### config.mk
export PLATFORM = sky130hd
export DESIGN_NAME = posit_op_bridge
export DESIGN_NICKNAME = d
export VERILOG_FILES = /design/src/rtl/posit_op_bridge.sv
export SDC_FILE = /design/constraint.sdc
export NUM_CORES = 1
export LEC_CHECK = 0
export ABC_AREA = 1
export CELL_PAD_IN_SITES_DETAIL_PLACEMENT = 1
export CELL_PAD_IN_SITES_GLOBAL_PLACEMENT = 1
export CORE_ASPECT_RATIO = 1.25
export CORE_MARGIN = 2
export CORE_UTILIZATION = 30
export DETAILED_ROUTE_END_ITERATION = 8
export PLACE_DENSITY_LB_ADDON = 0.1
export RECOVER_POWER = 100
export SKIP_LAST_GASP = 1
export SYNTH_ARGS = -nofsm -noshare
export SYNTH_HDL_FRONTEND = slang
export SYNTH_SLANG_ARGS = --single-unit
### constraint.sdc
create_clock -name clock -period 1.9 [get_ports clock]
set_input_delay 0.38 -clock clock [delete_from_list [all_inputs] [get_ports clock]]
set_output_delay 0.38 -clock clock [all_outputs]
set_load 0.1 [all_outputs]
### src/rtl/posit_op_bridge.sv
// rtl/posit_op_bridge.sv - tag-sequenced command bridge from host PIO registers to a valid/ready posit core
module posit_op_bridge #(
    parameter int NBITS          = 32,
    parameter int OP_W           = 2,
    parameter int TAG_W          = 8,
    parameter int TIMEOUT_CYCLES = 1024
) (
    input  logic             clock,
    input  logic             reset,
    input  logic [NBITS-1:0] host_num1,
    input  logic [NBITS-1:0] host_num2,
    input  logic [OP_W-1:0]  host_op,
    input  logic [TAG_W-1:0] host_tag,
    output logic [NBITS-1:0] host_result,
    output logic [31:0]      host_status,
    output logic             core_in_valid,
    input  logic             core_in_ready,
    output logic [NBITS-1:0] core_num1,
    output logic [NBITS-1:0] core_num2,
    output logic [OP_W-1:0]  core_op,
    input  logic             core_out_valid,
    input  logic [NBITS-1:0] core_result
);

    localparam int TMR_W = (TIMEOUT_CYCLES > 2) ? $clog2(TIMEOUT_CYCLES) : 1;
    localparam logic [TMR_W-1:0] TMR_LAST = TMR_W'(TIMEOUT_CYCLES - 1);
    localparam logic [NBITS-1:0] NAR      = {1'b1, {(NBITS-1){1'b0}}};

    typedef enum logic [1:0] {IDLE, ISSUE, WAIT} state_t;

    state_t             state, state_nxt;
    logic [TAG_W-1:0]   last_tag;
    logic [TAG_W-1:0]   cmd_tag;
    logic [TMR_W-1:0]   timer;
    logic               busy, done, timed_out;
    logic [7:0]         tag_echo;
    logic [15:0]        count;

    logic launch, accept, complete, expire;

    assign launch   = (state == IDLE) && (host_tag != last_tag);
    assign accept   = (state == ISSUE) && core_in_valid && core_in_ready;
    assign complete = (state == WAIT) && core_out_valid;
    // A completion landing on the terminal timer cycle takes precedence over the abort.
    assign expire   = (state != IDLE) && (timer == TMR_LAST) && !complete;

    assign host_status = {count, tag_echo, 5'd0, timed_out, done, busy};

    always_ff @(posedge clock) begin
        if (reset) state <= IDLE;
        else       state <= state_nxt;
    end

    always_comb begin
        state_nxt = state;
        case (state)
            IDLE:    if (launch) state_nxt = ISSUE;
            ISSUE:   if (expire) state_nxt = IDLE;
                     else if (accept) state_nxt = WAIT;
            WAIT:    if (complete || expire) state_nxt = IDLE;
            default: state_nxt = IDLE;
        endcase
    end

    always_ff @(posedge clock) begin
        if (reset) begin
            last_tag      <= '0;
            cmd_tag       <= '0;
            timer         <= '0;
            busy          <= 1'b0;
            done          <= 1'b0;
            timed_out     <= 1'b0;
            tag_echo      <= '0;
            count         <= '0;
            host_result   <= '0;
            core_in_valid <= 1'b0;
            core_num1     <= '0;
            core_num2     <= '0;
            core_op       <= '0;
        end else begin
            if (launch) begin
                core_num1     <= host_num1;
                core_num2     <= host_num2;
                core_op       <= host_op;
                core_in_valid <= 1'b1;
                last_tag      <= host_tag;
                cmd_tag       <= host_tag;
                done          <= 1'b0;
                timed_out     <= 1'b0;
                busy          <= 1'b1;
                timer         <= '0;
            end else if (state != IDLE) begin
                timer <= timer + TMR_W'(1);
            end

            if (accept) core_in_valid <= 1'b0;

            if (complete) begin
                host_result <= core_result;
                done        <= 1'b1;
                busy        <= 1'b0;
                tag_echo    <= 8'(cmd_tag);
                if (count != 16'hFFFF) count <= count + 16'd1;
            end else if (expire) begin
                host_result   <= NAR;
                timed_out     <= 1'b1;
                busy          <= 1'b0;
                tag_echo      <= 8'(cmd_tag);
                core_in_valid <= 1'b0;
            end
        end
    end

endmodule
==> metrics.md <==
| Metric | Value |
|---|---|
| Synthesis-stage register bit count | 146 |
| Slew margin rel. | 61.3% |
| Vias after detailed routing | 5907 |
| Final Util | 44.6% |
| Post-CTS Resized | 0 |
| Cell family with most CP delay | simple AND/OR/NAND/NOR gates |
| Post-synthesis mux area share | 0% |
| Post-layout min period | 1.72 ns |
| Leakage | 3.50 nW |
| Leading area contributor after synthesis | dfxtp_1 |
| Count of final setup violators | 0 |
| Ys flop type | dfxtp_1 |
| CTS Hold Bufs | 0 |
| Clock skew | 0.0122 ns |
| Post-Synth Simple-Gate Area | 25.9% |
| Synth Instances | 770 |
| Tcrit/Tclk final | 90.4% |
| Synth warnings | 0 |
| Synth Area in Compound Gates | 12.3% |
| Die ar. | 20900 um2 |
| Die W | 130 um |
| Max-slew violation count | 0 |
| Final ANT Viol Nets | 0 |
| Slowest cell on crit path | clkdlybuf4s50_1 |
| Worst vdd ir | 576 uV |
| Area taken by multi-input logic gates | 2480 um2 |
| All-Layer GR Usage | 18.8% |
| Num CTS Buffers | 17 |
| Final WL | 19400 um |
| Largest net degree at the start of global routing | 93 |
| Main combinational cell family by area after synthesis | simple AND/OR/NAND/NOR gates |
| Measured slew at the worst slew-check pin | 0.582 ns |
| WP data required | 2.24 ns |
| Initial Util | 30.5% |
| Endpoints failing hold | 0 |
| Dpl hpwl | 13800 um |
| Crit-path cells | clkdlybuf4s50_1, xnor2_1, nand2_1, nor2_1, nand2_2, nand2_1, buf_4, nand2_2, nor3_1 |
| # H-tree levels | 4 |
| Fillcell total | 2412 |
| Clock sink count | 146 |
| Initial antenna violation count | 0 |
| MaxCap Viol Count | 0 |
| Distinct cell type count after synthesis | 28 |
| Synth area leaders | dfxtp_1, nand3_1, nand2_1, a21oi_1, inv_1 |
| First-pass GRT wire length | 31100 um |
| Clk root buf | clkbuf_16 |
| Chip Height | 161 um |
| Vias in the first global route | 6090 |
| Worst Hold Class | in2reg |
| PortBufs | 235 |
| Crit path kind | in2reg |
| Worst Path Arrival | 2.06 ns |
| Via density | 4.64 |
| Synth Area per Inst | 7.68 um2 |
| Max clock buf depth | 2 |
| Netlist Area Pre-Place | 5910 um2 |
| Crit. End Element | register |
| # diodes | 0 |
| Initial drt markers | 225 |
| Clock transition at path regs | 0.06 ns |
| Routability Congestion | 0.775 |
| Final Power | 10.3 mW |
| TritonRoute pass-1 iters | 4 |
| Worst Setup Start Kind | primary input |
| Post-synth EDFFs | 0 |
| Total Nets Final | 1108 |
| Sequential cell area | 2940 um2 |
| Outcome | complete, no violations |
| FP Rows | 57 |
| Register area share after synthesis | 49.4% |
| CP bufs+invs | 2 |
| Grt ovf | 0 |
| WL per Instance | 15.3 um |
| CTS tree | done |
| DR DRC count | 0 |
| Fmax | 582 MHz |
| Post-Synth Adder-Cell Area | 0.423% |
| Worst-Skew Late Latency | 0.42 ns |
| Critical Path Max Stage Delay | 0.50 ns |
| Area grow syn2layout | 46.4% |
| RSZ-0062 raised after global routing | no |
| Ys async rst share | 0% |
| CP max FO | 10 |
| Share of layout cells above drive strength 1 | 20.1% |
| Hold WS | 0.268 ns |
| I/O Pins | 241 |
| Post-CTS Setup Bufs | 0 |
| PD cells | 1190 nW/um2 |
| CORE AREA | 19400 um2 |
| XOR/XNOR share of the synthesized area | 3.11% |
| Top cell type's share of synthesized area | 49.4% |
[cell usage after synthesis, types with 3 or more instances]
cell type,count
inv_2,3
nand3_1,125
buf_2,17
a21oi_1,103
nand2_2,5
nor2_1,38
dfxtp_1,146
nand2_1,153
buf_4,9
inv_1,56
clkbuf_1,23
o21ai_1,4
buf_6,4
nand4_1,3
xnor2_1,10
nor3_1,9
xor2_1,11
o21ai_0,37
[path summary, 6_finish.rpt]
path,cells after the start,from,end,slack (ns)
setup / recovery,9,host_tag[2],timer[0],0.18
hold / removal,4,reset,state[1],0.27
setup reg to reg,8,count[0],count[13],0.20
hold reg to reg,2,host_result[6],host_result[6],0.46
[cell usage in the layout (no fill, tap or decap), types with 3 or more instances in the layout]
master,count
conb_1,5
dfxtp_2,9
dfxtp_1,136
clkbuf_16,17
o21ai_0,39
nand2_1,155
nand4_1,3
clkinv_4,3
nor3_1,9
buf_12,15
nand3_1,126
inv_6,3
clkbuf_2,119
inv_1,56
clkdlybuf4s50_1,108
xnor2_1,10
inv_2,3
nor2_1,38
a21oi_1,103
xor2_1,11
clkinvlp_4,3
nand2_2,3
buf_4,15
[power breakdown]
part	internal, mW	switching (mW)	total (mW)
registers	3.35	0.167	3.51
logic	0.745	2.67	3.42
clock network	1.99	1.39	3.38
total	6.08	4.23	10.3
[cell type report]
cell class | instances | area share (%)
Multi-Input combinational cell | 513 | 28.6
Inverter | 59 | 2.56
Timing Repair Buffer | 259 | 24.2
Sequential cell | 146 | 33.9
Clock buffer | 19 | 5.12
Tap cell | 265 | 3.83
Clock inverter | 13 | 1.71
[cells by family after synthesis]
family	count (synthesis)
AND/OR/NAND/NOR	340
flip-flops	146
AO/OA/AOI/OAI	145
buffers and inverters	115
XOR/XNOR	21
adder cells (fa/ha/maj)	2
other	1
[worst min-delay path, delay by kind of cell]
family | cells | cell delay (ns)
and+or+nand+nor | 2 | 0.09
buffers and inverters | 2 | 0.16
[metal layers]
layer,up-vias,track usage (%),wire length (um)
met1,2755,21.0,7950
met4,0,6.84,413
li1,2967,-,-
met5,-,0,0
met3,29,6.06,1270
met2,156,32.9,9810
[registers in the layout, indices dropped and copies added, names as in the netlist, 2 cells and up]
register / flops
timer: 10
core_op: 2
state: 2
core_num1: 32
cmd_tag: 8
core_num2: 32
tag_echo: 8
host_result: 32
count: 16
[per-stage QoR]
stage	instances	setup WS, ns	instance area, um2	TNS (ns)
2_1_floorplan	774	0.107	5950	0
3_3_place_gp	1242	-0.104	8560	-6.86
3_5_place_dp	1242	-0.159	8560	-10.03
4_1_cts	1274	0.228	9160	0
5_1_grt	1274	0.0181	8660	0
6_report	1274	0.182	8660	0
Note: power is estimated with default switching activity, not from simulation.
